$ cat config.mk
export PLATFORM = sky130hd
export DESIGN_NAME = spi_adc_sampler
export DESIGN_NICKNAME = d
export VERILOG_FILES = /design/src/rtl/spi_adc_sampler.sv
export SDC_FILE = /design/constraint.sdc
export NUM_CORES = 1
export LEC_CHECK = 0
export ABC_AREA = 1
export ABC_CLOCK_PERIOD_IN_PS = 1700
export CORE_UTILIZATION = 54
export CTS_CLUSTER_DIAMETER = 60
export DETAILED_ROUTE_END_ITERATION = 6
export PLACE_DENSITY = 0.79
export SLEW_MARGIN = 20
export SYNTH_ARGS = -nofsm -noshare
export SYNTH_HDL_FRONTEND = slang
export SYNTH_SLANG_ARGS = --single-unit
export TNS_END_PERCENT = 50
$ cat constraint.sdc
create_clock -name clock -period 1.7 [get_ports clock]
set_input_delay 0.34 -clock clock [delete_from_list [all_inputs] [get_ports clock]]
set_output_delay 0.34 -clock clock [all_outputs]
set_load 0.05 [all_outputs]
$ cat src/rtl/spi_adc_sampler.sv
// SPI master for the serial ADC: one SAMPLE_WIDTH-bit word per frame, MSB first, channels scanned round-robin.
// Latency: the word is on out_data the cycle after chip select rises; frame = CLOCK_DIVIDE*(1+2*SAMPLE_WIDTH)+GAP_CYCLES.
// Backpressure: one-deep output register; a word that completes while it is still full is dropped and overrun pulses.
// Optional: SPI_ADC_SAMPLER_CHAN_ADDR_EN drives the next channel address on spi_mosi (needs SAMPLE_WIDTH>=5).
module spi_adc_sampler #(
    parameter int SAMPLE_WIDTH  = 16,
    parameter int CLOCK_DIVIDE  = 4,
    parameter int GAP_CYCLES    = 4,
    parameter int CHANNEL_TOTAL = 1,
    parameter int CHANNEL_WIDTH = 3
) (
    input  logic                     clock,
    input  logic                     reset,
    input  logic                     enable,
    output logic                     spi_clock,
    output logic                     spi_chipselect,
    input  logic                     spi_data,
    output logic                     spi_mosi,
    output logic [SAMPLE_WIDTH-1:0]  out_data,
    output logic [CHANNEL_WIDTH-1:0] out_channel,
    output logic                     out_valid,
    input  logic                     out_ready,
    output logic                     overrun,
    output logic                     busy
);

    localparam int PHASE_MAX = (CLOCK_DIVIDE > GAP_CYCLES) ? CLOCK_DIVIDE : GAP_CYCLES;
    localparam int CNT_W     = $clog2(PHASE_MAX + 1);
    localparam int BIT_W     = $clog2(SAMPLE_WIDTH + 1);

    typedef enum logic [2:0] {
        S_IDLE,
        S_SETUP,
        S_LOW,
        S_HIGH,
        S_GAP
    } state_t;

    state_t                   state;
    state_t                   state_nxt;
    logic [CNT_W-1:0]         phase_cnt;
    logic [CNT_W-1:0]         phase_nxt;
    logic [BIT_W-1:0]         bit_cnt;
    logic [BIT_W-1:0]         bit_nxt;
    logic [SAMPLE_WIDTH-1:0]  shift_reg;
    logic [CHANNEL_WIDTH-1:0] chan_cnt;
    logic [CHANNEL_WIDTH-1:0] chan_next;
    logic                     phase_done;
    logic                     last_bit;
    logic                     capture;
    logic                     commit;

    assign phase_done = (phase_cnt == '0);
    assign last_bit   = (bit_cnt == BIT_W'(SAMPLE_WIDTH - 1));
    // Sample on the cycle sclk rises; commit on the cycle chip select rises.
    assign capture    = (state == S_LOW) && phase_done;
    assign commit     = (state == S_HIGH) && phase_done && last_bit;
    assign chan_next  = (chan_cnt == CHANNEL_WIDTH'(CHANNEL_TOTAL - 1)) ? '0
                                                                       : chan_cnt + CHANNEL_WIDTH'(1);

    assign spi_chipselect = (state == S_IDLE) || (state == S_GAP);
    assign spi_clock      = (state != S_LOW);
    assign busy           = (state != S_IDLE);

    always_ff @(posedge clock) begin
        if (reset) begin
            state     <= S_IDLE;
            phase_cnt <= '0;
            bit_cnt   <= '0;
        end else begin
            state     <= state_nxt;
            phase_cnt <= phase_nxt;
            bit_cnt   <= bit_nxt;
        end
    end

    always_comb begin
        state_nxt = state;
        phase_nxt = phase_cnt - CNT_W'(1);
        bit_nxt   = bit_cnt;
        case (state)
            S_IDLE: begin
                phase_nxt = phase_cnt;
                if (enable) begin
                    state_nxt = S_SETUP;
                    phase_nxt = CNT_W'(CLOCK_DIVIDE - 1);
                    bit_nxt   = '0;
                end
            end
            S_SETUP: begin
                if (phase_done) begin
                    state_nxt = S_LOW;
                    phase_nxt = CNT_W'(CLOCK_DIVIDE - 1);
                end
            end
            S_LOW: begin
                if (phase_done) begin
                    state_nxt = S_HIGH;
                    phase_nxt = CNT_W'(CLOCK_DIVIDE - 1);
                end
            end
            S_HIGH: begin
                if (phase_done) begin
                    if (last_bit) begin
                        state_nxt = S_GAP;
                        phase_nxt = CNT_W'(GAP_CYCLES - 1);
                    end else begin
                        state_nxt = S_LOW;
                        phase_nxt = CNT_W'(CLOCK_DIVIDE - 1);
                        bit_nxt   = bit_cnt + BIT_W'(1);
                    end
                end
            end
            S_GAP: begin
                if (phase_done) begin
                    bit_nxt = '0;
                    if (enable) begin
                        state_nxt = S_SETUP;
                        phase_nxt = CNT_W'(CLOCK_DIVIDE - 1);
                    end else begin
                        state_nxt = S_IDLE;
                        phase_nxt = '0;
                    end
                end
            end
            default: begin
                state_nxt = S_IDLE;
                phase_nxt = '0;
                bit_nxt   = '0;
            end
        endcase
    end

    always_ff @(posedge clock) begin
        if (reset) begin
            shift_reg   <= '0;
            chan_cnt    <= '0;
            out_data    <= '0;
            out_channel <= '0;
            out_valid   <= 1'b0;
            overrun     <= 1'b0;
        end else begin
            overrun <= 1'b0;
            if (capture) begin
                shift_reg <= {shift_reg[SAMPLE_WIDTH-2:0], spi_data};
            end
            if (commit) begin
                // The channel advances even when the word is dropped, so tags stay aligned to the scan.
                chan_cnt <= chan_next;
                if (!out_valid || out_ready) begin
                    out_data    <= shift_reg;
                    out_channel <= chan_cnt;
                    out_valid   <= 1'b1;
                end else begin
                    overrun <= 1'b1;
                end
            end else if (out_valid && out_ready) begin
                out_valid <= 1'b0;
            end
        end
    end

`ifdef SPI_ADC_SAMPLER_CHAN_ADDR_EN
    logic [SAMPLE_WIDTH-1:0] cmd_sr;
    logic [2:0]              next_ch3;
    logic                    mosi_q;
    logic                    enter_setup;
    logic                    enter_low;

    assign next_ch3    = 3'(chan_next);
    assign enter_setup = (state_nxt == S_SETUP) && (state != S_SETUP);
    assign enter_low   = (state_nxt == S_LOW) && (state != S_LOW);

    // The address sent in this frame selects the channel the ADC converts in the next one.
    always_ff @(posedge clock) begin
        if (reset) begin
            cmd_sr <= '0;
            mosi_q <= 1'b0;
        end else if (enter_setup) begin
            cmd_sr <= SAMPLE_WIDTH'({2'b00, next_ch3}) << (SAMPLE_WIDTH - 5);
            mosi_q <= 1'b0;
        end else if (enter_low) begin
            mosi_q <= cmd_sr[SAMPLE_WIDTH-1];
            cmd_sr <= {cmd_sr[SAMPLE_WIDTH-2:0], 1'b0};
        end else if (commit) begin
            mosi_q <= 1'b0;
        end
    end

    assign spi_mosi = mosi_q;
`else
    assign spi_mosi = 1'b0;
`endif

endmodule
Word level (Yosys, flattened, before mapping)
Index checks and enable logic that the tools add are counted.
Widths: inputs -> output; s select.
- memories kept: 0
- memory bits (read-only): 0
- bits of input ports: 5
- register bits after elaboration: 51
- bits in writable memories: 0
- output and inout port bits: 25
- bits in latches: 0
- word-level logic and storage cells: 69
- add/sub/neg operators: 3
- order comparisons: 0
- mux-type cells: 23
- shift-type cells: 0
- reductions and logical operators: 19
- multiply operators: 0
- div/mod/pow operators: 0
- equal/unequal tests: 13
- bitwise operators: 2
- operators by type and width (cell ; number):
    $mux 3 ; 10
    $mux 5 ; 4
    $pmux 5 s4 ; 1
    $pmux 3 s5 ; 1
    $ne 2x2->1 const B ; 6
    $reduce_and 5->1 ; 2
    $logic_not 3->1 ; 3
    $pmux 3 s3 ; 1
    $eq 3x2->1 const B ; 2
    $add 5x1->5 const B ; 1
    $eq 5x4->1 const B ; 1
    $mux 1 ; 5
    $logic_and 1x1->1 ; 4
    $reduce_and 2->1 ; 2
    $reduce_or 2->1 ; 2
    $add 3x1->3 const B ; 1
    $eq 3x1->1 const B ; 1
    $eq 3x3->1 const B ; 1
    $ne 3x2->1 const B ; 1
    $reduce_bool 3->1 ; 1
    $reduce_or 3->1 ; 1
    $sub 3x1->3 const B ; 1
    $logic_or 1x1->1 ; 2
    $mux 2 ; 1
    4 further kinds ; 5

Longest topological paths before layout
Gate-level depths: netlist of run 1.
- depth after elaboration: 5
- gate-level depth with buffers: 11
- gate-level depth less buffers: 11

Least setup slack after synthesis of run 1
Ideal clock, no wire load.
- path type: flip-flop to flip-flop
- from: reg bit_cnt[0]
- to: reg out_data[11]
- stages on the path, launching flop included: 11
- setup time: 0.132 ns
- slack: 0.123 ns
- data arrival time: 1.444 ns
- path buffers: 1
- data required time: 1.568 ns
- period minus slack after synthesis: 1.577 ns
- cells stage by stage: dfxtp_1 -> ha_1 -> nand2_1 -> nor2_1 -> ha_1 -> nand3_4 -> inv_6 -> nand2_4 -> buf_6 -> nand2_1 -> a21oi_1
- cells in the longest elaborated chain, start to end: 3
- ends and longest elaborated chain (item ; RTL line ; source):
    start, declared ; 43 ; logic [BIT_W-1:0] bit_cnt;
    start signal, assigned ; 73 ; bit_cnt <= bit_nxt;
    $eq 5x4->1 ; 54 ; assign last_bit = (bit_cnt == BIT_W'(SAMPLE_WIDTH - 1));
    $logic_and 1x1->1 ; 57 ; assign commit = (state == S_HIGH) && phase_done && last_bit;
    $reduce_and 2->1 (no source line) ; n/a ;
    end signal, assigned ; 151 ; out_data <= shift_reg;
    end, declared ; 19 ; output logic [SAMPLE_WIDTH-1:0] out_data,
Every way passes these cells.
A chain may end at the register's enable or synchronous reset.

Worst setup path after layout of run 1
- from: reg state[2]
- to: out busy
- cells in the longest elaborated chain, start to end: 1
- ends and longest elaborated chain (item ; RTL line ; source):
    start, declared ; 39 ; state_t state;
    start signal, assigned ; 71 ; state <= state_nxt;
    $reduce_bool 3->1 ; 63 ; assign busy = (state != S_IDLE);
    end, declared ; 24 ; output logic busy
Every way passes these cells.

==> results of run 1 <==
==> per-stage QoR <==
step	util, %	setup TNS, ps	std cells
global placement	64.31	0	374
global route	68.13	-22.07	383
floorplan	-	0	301
finish	68.13	0	383
CTS	66.78	0	382
detailed placement	64.31	0	374
==> kinds of logic (layout without fill, tap and decap cells) <==
family | after synthesis | count (layout) | share of synthesized area (%)
XOR/XNOR | 2 | 2 | 0.7771
other | 1 | 1 | 0.1663
adder cells (fa/ha/maj) | 6 | 6 | 3.330
buffers and inverters | 37 | 69 | 8.102
AO/OA/AOI/OAI | 54 | 54 | 12.21
AND/OR/NAND/NOR | 150 | 150 | 30.13
flip-flops | 51 | 51 | 45.28
==> repair_timing <==
action | CTS | global route
gates resized for setup | 0 | 10
endpoints found under the hold margin | 0 | 0
buffers inserted | 0 | 1
endpoints found under the setup margin | 0 | 42
==> worst max-delay path, stage by stage (launching register included) <==
cell and delay [ps]:
dfxtp_1 390, nor2_2 230, nand2_1 160, buf_12 180
==> cells in the mapped netlist, drive strengths merged, types with 5 or more instances <==
cell	number
o21ai	20
a21oi	32
ha	6
clkbuf	5
nor2	46
inv	24
nand3	34
nand2	63
buf	8
dfxtp	51
==> how the worst max path moves through the flow <==
stage | slack [ps] | cells after the start | start | end
after global routing | -10 | 10 | bit_cnt[0] | bit_cnt[1]
final | 100 | 3 | state[2] | busy
after global placement | 60 | 8 | enable | bit_cnt[4]
after floorplan | 120 | 10 | bit_cnt[0] | out_data[11]
after CTS | 50 | 9 | bit_cnt[1] | out_data[7]
after detailed placement | 9 | 8 | enable | bit_cnt[1]
==> report_power, final <==
group | leakage (nW) | switching [mW] | total, mW | internal [mW]
sequential | 0.414 | 0.148 | 1.52 | 1.37
clock | 0.0474 | 0.409 | 0.742 | 0.333
combinational | 0.738 | 0.964 | 1.55 | 0.590
total | 1.20 | 1.52 | 3.81 | 2.29
==> metal layers <==
layer,wire (µm),share of wire [%]
met5,0,0
met4,40,0.86
met2,2114,46
met1,2284,49
met3,189,4.1
==> final cells by class <==
| cell class | instances | area share [%] |
|---|---|---|
| Multi-Input combinational cell | 213 | 39.49 |
| Clock buffer | 6 | 3.030 |
| Clock inverter | 2 | 0.5969 |
| Inverter | 24 | 3.765 |
| Timing Repair Buffer | 37 | 13.31 |
| Sequential cell | 51 | 37.51 |
| Tap cell | 50 | 2.296 |
==> impl_results.md, run 1 <==
- Status: finished, final reports clean
- Die W: around 67 µm
- CP required: 1360 ps
- Seq cells post-synth: 51
- Max-cap check violation count: 0
- Post-DP Area: approximately 2600 µm²
- Initial antenna violation count: 0
- Initial DRC count: 156
- WHS Path Cells: 2
- Ys flop type: dfxtp_1
- Net Count, Synth: 312
- M1 GR Usage: 29.57%
- Hold endpoint: out_channel[0]
- Synth Cell Area: 2255 µm²
- Lkg Pwr: 1.199 nW
- Ys Warns: 0
- Clock skew: 10.22 ps
- Commonest non-fill, non-tap cell in the layout: nand2_1
- Clk buf depth: 2
- Register area: 1022 µm²
- RSZ-0062 raised after global routing: true
- Reg-to-Reg End: out_data[7]
- Antenna violation net count after detailed routing: 0
- CP endpoint kind: output port
- Mean routed wirelength per cell: around 12 µm
- CTS Hold Buffers Added: 0
- Fill cell count: 370
- PwrDens: 1400 nW/µm²
- Final hold slack: 466.2 ps
- Tcrit/Tclk final: 93.86%
- Global-route wire length before repair: 7.700 mm
- Clk pin slew, worst setup/hold paths: approximately 100 ps
- Top cells by area in the synthesized netlist: dfxtp_1 (45%), nand2_1 (10%), a21oi_1 (7.1%)
- Fin crit period: approximately 1600 ps
- Total clock sinks: 51
- Global route overflow: 0
- Syn Area/Cell: 7.491 µm²
- Worst hold path class: reg -> reg
- # nets final: around 340
- Highest-count cells in the layout ignoring fill and taps: nand2_1 (59), dfxtp_1 (50), nor2_1 (39), nand3_1 (31), a21oi_1 (31)
- Fin. Hold Viols: 0
- Initial core utilization: 56.37%
- Final cell area excluding filler cells: 2725 µm²
- Multi-input logic area: 1076 µm²
- Met3 GRT Util: 4.795%
- Die ar.: 4438 µm²
- Maximum VDD drop: around 0.00095 V
- Synth unique cells: 30
- Vias: 1,986
- Fraction of final layout cells sized beyond drive strength 1: 18.62%
- Seq/Total Area, Yosys: between 40% and 50%
- Placer congestion estimate: 0.9298
- # diodes: 0
- Die height: roughly 67 µm
- Worst reg2reg path depth: 9
- Setup slack, reg-to-reg: ~120 ps
- CTS Buf Count: 5
- Post-DP HPWL: approximately 3.1 mm
- Area Growth Syn to Fin: 20.87%
- H-tree depth: 2
- WP data arrival: 1260 ps
- Max-slew violations: 0
- Top-Level Pins: 30
- TritonCTS clock tree: done
- DRC Markers: 0
- Final WL: 4.627 mm
- Area share of the largest cell type after synthesis: 45.28%
- Final worst slack: 104.4 ps
- EDFF count, synth: 0
- Core Area: 4000 µm²
- Drt pass-1 iters: 4
- Worst-skew pair later-pin latency: 300 ps
- Row Count: 23
- Min-delay src: out_channel[0]
- Root Driver: clkbuf_8
- Crit-path max FO: 6
- Cells after synthesis: 301
- Crit start category: register
- Setup violators final: 0
- Post-synth ARST share: 0%
- Overall routing resource usage: 22.30%
- F_max: 626.7 MHz
- Top cell type by total area after synthesis: dfxtp_1
- Port bufs: 28
- DR vias/cell: 5.185
- Final Total Pwr: 3.815 mW
- Critical R2R Launch: bit_cnt[0]
- Vias in the first global route: 1,744
- GR Layer Usage met2: 36.11%
- Pin count of the biggest net entering global routing: 20
- Worst slack, placed: 8.669 ps
- Setup CP Type: reg -> out
- Most used routing layer: met2
No activity file was read; power rests on OpenSTA's default activity.
==> run 2: changes to the inputs <==
CTS_CLUSTER_DIAMETER = 40   (was 60)
==> results of run 2 <==
The final DEF is identical to that of run 1; final timing and power are the same.
==> RTL change: new RTL, settings of run 1 <==
Change the parameter `SAMPLE_WIDTH` from 16 to 8.
--- a/src/rtl/spi_adc_sampler.sv
+++ b/src/rtl/spi_adc_sampler.sv
@@ -3,7 +3,7 @@
 // Backpressure: one-deep output register; a word that completes while it is still full is dropped and overrun pulses.
 // Optional: SPI_ADC_SAMPLER_CHAN_ADDR_EN drives the next channel address on spi_mosi (needs SAMPLE_WIDTH>=5).
 module spi_adc_sampler #(
-    parameter int SAMPLE_WIDTH  = 16,
+    parameter int SAMPLE_WIDTH  = 8,
     parameter int CLOCK_DIVIDE  = 4,
     parameter int GAP_CYCLES    = 4,
     parameter int CHANNEL_TOTAL = 1,
Ports: changed (resized out_data); port bits go from 30 to 22. No check against the original RTL was run, so the function may have changed too.
==> RTL change against run 1 <==
Core utilization is 0.56 points higher. Design area is 30% lower. Routed wire length is 32% lower. Power is 26% lower. Worst setup slack worse by 3.0 ps. Largest power group unchanged. Non-clock buffer count is 11 lower. Sequential cell count is 17 lower. Combinational power is 19% lower. Clock skew is 2.4 ps lower. Area after synthesis is 29% lower.
==> RTL change: results (changes against run 1) <==
- R2r worst-path depth: 8 (was 9)
- Placed cell area: 1840 sq um (was 2570 sq um)
- Seq pwr: 1.10 mW (was 1.52 mW)
- Worst-path fanout max: 6 (unchanged)
- VDD IR-drop max: 0.00140 V (was 0.000952 V)
- Crit. Startpoint: state[0]$_SDFFE_PP0P_ (was state[2]$_SDFFE_PP0P_)
- First-pass GRT wire length: 5.23 mm (was 7.70 mm)
- Ratio of cells with drive above 1 in the final layout: 17.8% (was 18.6%)
- Vias in the first global route: 1,283 (was 1,744)
- FF-to-FF End: out_data[0]$_SDFFE_PP0P_ (was out_data[7]$_SDFFE_PP0P_)
- Skew final: 7.79 ps (was 10.2 ps)
- P_int: 1.65 mW (was 2.29 mW)
- Placer Congestion: 0.841 (was 0.930)
- Synthesized Nets: 236 (was 312)
- Hold Crit Start: phase_cnt[1]$_SDFFE_PP0P_ (was out_channel[0]$_SDFFE_PP0P_)
- Largest cells by area after synthesis: dfxtp_1 43%, nand2_1 12%, a21oi_1 7.8% (was dfxtp_1 45%, nand2_1 10%, a21oi_1 7.1%)
- Inst Count DP: 275 (was 374)
- Clk_lat worst skew: 330 ps (was 300 ps)
- Worst setup path endpoint: spi_clock (was busy)
- CP max stage delay: 510 ps (was 390 ps)
- Net Sw Power: 1.17 mW (was 1.52 mW)
- Multi-input logic area: 803 sq um (was 1080 sq um)
- Max Root-Sink Buffers: 2 (unchanged)
- Non-Filler Instances: 284 (was 383)
- Fill count: 243 (was 370)
- Most frequent cells after synthesis: 53 x nand2_1, 34 x dfxtp_1, 33 x nor2_1 (was 60 x nand2_1, 51 x dfxtp_1, 41 x nor2_1)
- Final HPWL DP: 2.23 mm (was 3.14 mm)
- Gr usage total: 20.9% (was 22.3%)
- Combinational Power Share: 44.5% (was 40.7%)
- Worst Hold Endpoint: phase_cnt[1]$_SDFFE_PP0P_ (was out_channel[0]$_SDFFE_PP0P_)
- CP max-delay cell: dfxtp_1 (unchanged)
- Nets: 262 (was 343)
- PortBufs: 20 (was 28)
- Pleak: 0.863 nW (was 1.20 nW)
- Root Driver: clkbuf_4 (was clkbuf_8)
- Detailed Route Iter0 Violations: 30 (was 156)
- WHS: 467 ps (was 466 ps)
- DR WL/cell: 11.0 microns (was 12.1 microns)
- Status: finished, final reports clean (unchanged)
- Yosys cell types: 24 (was 30)
- WL met2: 1.40 mm (was 2.11 mm)
- Met1 WL: 1.52 mm (was 2.28 mm)
- Crit share post-route: 94.0% (was 93.9%)
- Vias per inst: 5.15 (was 5.19)
RTL change: layer usage:
metal,vias up,track usage (%)
met4,0,9.06
met2,32,35.0
li1,778,-
met3,7,6.68
met5,-,0
met1,645,24.2
RTL change: area by class of cell:
type / instances / share of cell area (%)
timing repair buffer: 26 / 12.7
sequential: 34 / 35.6
tap: 31 / 2.03
multi-input combinational: 163 / 42.0
inverter: 22 / 4.45
clock inverter: 1 / 0.262
clock buffer: 7 / 2.88
RTL change: timing repair:
| item | 4_1_cts | 5_1_grt |
|---|---|---|
| gates resized for setup | 0 | 2 |
| endpoints found under the setup margin | 1 | 12 |
| pin swaps | 1 | 0 |
| setup buffers | 1 | 0 |
RTL change: cells by family after synthesis:
logic type,synth area share [%]
buffers and inverters,7.97
AO/OA/AOI/OAI,12.1
other,0.234
AND/OR/NAND/NOR,33.3
flip-flops,42.5
adder cells (fa/ha/maj),3.91
